File: src/rtl/irq_ctl.sv
// Eight-source interrupt controller for a 65C02 bus: synchronises sources,
// latches edges, masks with ENABLE and drives a registered IRQ plus a register window.
module irq_ctl #(
  parameter logic [15:0] BASE = 16'hFE00
) (
  input  logic        clk,
  input  logic        RST,
  input  logic [15:0] AB,
  input  logic [7:0]  DI,
  input  logic        WE,
  input  logic        RDY,
  input  logic [7:0]  src,
  output logic [7:0]  rdata,
  output logic        sel,
  output logic        IRQ
);

  typedef enum logic [2:0] {
    OFF_STATUS  = 3'd0,
    OFF_ENABLE  = 3'd1,
    OFF_PENDING = 3'd2,
    OFF_EDGE    = 3'd3,
    OFF_VECTOR  = 3'd4,
    OFF_SWSET   = 3'd5,
    OFF_RSVD6   = 3'd6,
    OFF_RSVD7   = 3'd7
  } reg_off_e;

  logic [7:0] sync1_q, s_q, p_q;
  logic [7:0] enable_q, edge_q, latch_q;
  logic [7:0] rise, pend, act, vector, rd_val, latch_d;
  logic       hit, wr;
  reg_off_e   off;

  assign hit  = (AB[15:3] == BASE[15:3]);
  assign off  = reg_off_e'(AB[2:0]);
  assign wr   = hit & WE & RDY;
  assign rise = s_q & ~p_q;
  assign pend = (edge_q & latch_q) | (~edge_q & s_q);
  assign act  = pend & enable_q;

  // Lowest-numbered active source wins; 8'h80 flags "nothing active".
  always_comb begin
    vector = 8'h80;
    for (int i = 7; i >= 0; i--) begin
      if (act[i]) vector = {5'b0, 3'(i)};
    end
  end

  always_comb begin
    // NOTE: every always_comb output gets a default first so no path infers a latch.
    rd_val = 8'h00;
    case (off)
      OFF_STATUS:  rd_val = act;
      OFF_ENABLE:  rd_val = enable_q;
      OFF_PENDING: rd_val = pend;
      OFF_EDGE:    rd_val = edge_q;
      OFF_VECTOR:  rd_val = vector;
      default:     rd_val = 8'h00;
    endcase
  end

  // Hardware sets are applied after the PENDING clear so a coincident set wins;
  // the old EDGE value gates sets, then a new EDGE value masks the result.
  always_comb begin
    latch_d = latch_q;
    if (wr && off == OFF_PENDING) latch_d = latch_d & ~(DI & edge_q);
    latch_d = latch_d | (edge_q & rise);
    if (wr && off == OFF_SWSET)   latch_d = latch_d | (DI & edge_q);
    if (wr && off == OFF_EDGE)    latch_d = latch_d & DI;
  end

  always_ff @(posedge clk) begin
    // NOTE: sequential state uses non-blocking assignments so every flop samples pre-edge values.
    if (RST) begin
      sync1_q  <= '0;
      s_q      <= '0;
      p_q      <= '0;
      enable_q <= '0;
      edge_q   <= '0;
      latch_q  <= '0;
      IRQ      <= 1'b0;
      rdata    <= '0;
      sel      <= 1'b0;
    end else begin
      sync1_q <= src;
      s_q     <= sync1_q;
      p_q     <= s_q;
      latch_q <= latch_d;
      IRQ     <= |act;
      if (wr && off == OFF_ENABLE) enable_q <= DI;
      if (wr && off == OFF_EDGE)   edge_q   <= DI;
      if (RDY) begin
        sel   <= hit & ~WE;
        rdata <= hit ? rd_val : 8'h00;
      end
    end
  end

endmodule
File: config.mk
export PLATFORM = sky130hd
export DESIGN_NAME = irq_ctl
export DESIGN_NICKNAME = d
export VERILOG_FILES = /design/src/rtl/irq_ctl.sv
export SDC_FILE = /design/constraint.sdc
export NUM_CORES = 1
export LEC_CHECK = 0
export ABC_AREA = 0
export CAP_MARGIN = 30
export CORE_UTILIZATION = 30
export DETAILED_ROUTE_END_ITERATION = 8
export PLACE_DENSITY = 0.47
export SYNTH_ARGS = -nofsm -noshare
export SYNTH_HDL_FRONTEND = slang
export SYNTH_SLANG_ARGS = --single-unit
File: constraint.sdc
create_clock -name clk -period 3.02 [get_ports clk]
set_clock_uncertainty 0.15 [all_clocks]
set_input_delay 0.453 -clock clk [delete_from_list [all_inputs] [get_ports clk]]
set_output_delay 0.453 -clock clk [all_outputs]
set_load 0.02 [all_outputs]
==> results.json <==
{
  "synth_edf_count": 0,
  "swShare_pct": 21.2,
  "vdd_drop_max_v": 0.000262,
  "p_leak_nw": 1.24,
  "num-nets-final": 402,
  "gp_congestion": 0.789,
  "drt_pass1_iterations": 4,
  "synth-seq-cells": 58,
  "clock-sinks": 58,
  "clock_latency_ns": 0.34,
  "syn_area_sq_um": 2670,
  "p_seq_share_pct": 43.1,
  "critical_path.endpoint_type": "flip-flop",
  "cap_violations": 0,
  "via_count": 2463,
  "status": "finished clean",
  "portBuffers": 45,
  "postCtsSetupRepairBufs": 0,
  "ys_seq_area_share_pct": 43.6,
  "cts.hold.buffers_added": 0,
  "crit_arrival_ns": 2.47,
  "die_area_sq_um": 9260,
  "pwr_density_cell_nw_per_um2": 516,
  "antennaDiodeCount": 0,
  "reg2reg_to": "IRQ",
  "cts_buffers": 9,
  "synth_warnings": 0,
  "hold_depth": 1,
  "cp.required_ns": 3.13,
  "fin_setup_tns_ns": 0,
  "cts_root_buffer": "clkbuf_8",
  "p_int_w": 0.00144,
  "post_drt_wl_per_cell_um": 15.8,
  "synth.distinct_cells": 37,
  "worstPathMaxFanout": 9,
  "cp_slowest_cell": "or4b_4",
  "synthFlopType": "dfxtp_1",
  "ant_nets": 0,
  "synth_top_cell_area_share_pct": 43.6,
  "io_pins": 46,
  "cts_tree": "built",
  "slew_headroom_pct": 67.0,
  "syn_nets": 347,
  "synthToLayoutAreaGrowth_pct": 32.5,
  "min_path_type": "reg2reg",
  "routed_via_density": 5.14,
  "grt_overflow": 0,
  "synthTopCellsByCount": "dfxtp_1 (58), nor2_1 (39), a21oi_1 (29), nand2_1 (29), inv_1 (20)",
  "stdcell_area_sq_um": 3530,
  "holdPathEnd": "s_q[4]",
  "hold_start": "sync1_q[4]",
  "grt_first_pass_wirelength_um": 11900,
  "routed_wl_um": 7550,
  "cp_cell_sequence": "clkdlybuf4s50_1 > or4b_4 > nor4_4 > buf_4 > and2_1 > nand2_1 > a21oi_1",
  "fin_crit_sh_pct": 77.9,
  "fin_crit_ns": 2.35,
  "critical-path-max-stage-delay_ns": 0.57,
  "fmax_mhz": 425,
  "core_area_sq_um": 8680,
  "slew_violations": 0,
  "grt_pass1_vias": 2298,
  "antenna_found_initial": 0,
  "drive_gt1_share_pct": 10.2,
  "grt_max_degree": 27,
  "reg2reg_slack_ns": 1.26,
  "ctsResizeCount": 0,
  "die_w_um": 96.3,
  "cts_buffer_depth": 2,
  "place_area_sq_um": 3280,
  "clkTransAtPathRegs_ns": 0.06,
  "synth_async_sr_flop_share_pct": 0,
  "fp-row-count": 34,
  "hold_viol": 0,
  "gr-usage-all-layers_pct": 17.6,
  "h-tree-depth": 3,
  "initial_core_util_pct": 30.7,
  "synth.avg_cell_area_sq_um": 8.57,
  "p_switching_w": 0.000387,
  "drc": 0,
  "p_comb_share_pct": 7.3,
  "critPathKind": "in2reg",
  "syn_inst": 311,
  "rsz0062_at_grt": "no",
  "hpwlAfterDp_um": 5230,
  "r2r_start": "edge_q[7]",
  "die_y_um": 96.3,
  "synth_top_area_cell": "dfxtp_1",
  "synth_area_leaders": "dfxtp_1 (44%), nor2_1 (5.5%), a21oi_1 (5.4%)",
  "tightest_slew_ns": 0.495,
  "setup-violations-final": 0,
  "reg2regPathDepth": 4,
  "drt-initial-drc-count": 131,
  "synth_most_common_cell": "dfxtp_1",
  "clkPwrFrac_pct": 49.6,
  "start_kind": "primary input"
}
-- cells by family after synthesis --
family                 Yosys count  synth area share, %
AO/OA/AOI/OAI                   86                 22.0
buffers and inverters           34                 5.16
AND/OR/NAND/NOR                117                 23.1
multiplexers                    16                 6.20
flip-flops                      58                 43.6
-- power groups by stage --
stage	sequential (W)	combinational, W	clock [W]
after floorplan	0.000800	0.0000544	0
after global placement	0.000803	0.000134	0
after detailed placement	0.000803	0.000133	0
after CTS	0.000785	0.000134	0.000924
after global routing	0.000786	0.000144	0.000960
final	0.000785	0.000133	0.000904
-- how the worst max path moves through the flow --
stage,from,to,slack [ns],cells past startpoint
after global routing,AB[3],enable_q[6],0.61,7
after global placement,AB[3],enable_q[2],0.35,7
final,AB[3],enable_q[6],0.67,7
after CTS,AB[3],enable_q[6],0.68,7
after floorplan,AB[3],edge_q[6],0.74,6
after detailed placement,AB[3],enable_q[2],0.33,7
-- placed cells by master, fill, tap and decap left out, types with 7 or more instances in the layout --
cell and count:
a21oi_1 29, inv_1 20, clkbuf_8 11, clkdlybuf4s50_1 44, a211oi_1 10, nand2_1 29
nand4_1 9, nor2_1 39, o2111ai_1 8, nor2b_1 19, buf_4 13, o211a_1 10
o21ai_0 10, o31ai_1 7, mux2i_1 12, dfxtp_1 58
-- state kept, by name, indices dropped and copies added, names as in the netlist --
| name | count |
|---|---|
| IRQ | 1 |
| enable_q | 8 |
| rdata | 8 |
| sel | 1 |
| latch_q | 8 |
| s_q | 8 |
| sync1_q | 8 |
| edge_q | 8 |
| p_q | 8 |
-- critical path: cells and delay by family --
| family | cells | cell delay [ns] |
|---|---|---|
| buffers and inverters | 2 | 0.63 |
| AOI/OAI and AO/OA | 1 | 0.14 |
| and+or+nand+nor | 4 | 1.24 |
-- final cells by class --
type                       instances  area [sq um]
fill                             883          5150
multi-input combinational        219          1370
sequential                        58          1160
timing repair buffer              58           543
clock buffer                      11           151
tap                              108           135
clock inverter                     5           100
inverter                          20          75.1
-- metrics by stage --
step	setup slack, ns	util [%]	std cells	hold slack, ns	power [W]
after CTS	0.678	40.7	479	0.288	0.00184
after floorplan	0.745	-	311	0.264	0.000854
after global placement	0.347	37.8	463	0.267	0.000936
after detailed placement	0.332	37.8	463	0.272	0.000936
final	0.667	40.7	479	0.285	0.00182
after global routing	0.614	40.7	479	0.306	0.00189
-- layer usage --
metal | global-route usage, % | part of all wire (%) | vias up
li1 | - | - | 1228
met1 | 24.0 | 49 | 1164
met2 | 27.1 | 45 | 63
met3 | 3.95 | 4.0 | 8
met4 | 6.34 | 1.2 | 0
met5 | 0 | 0 | -
Power figures use the tool's default switching activity.
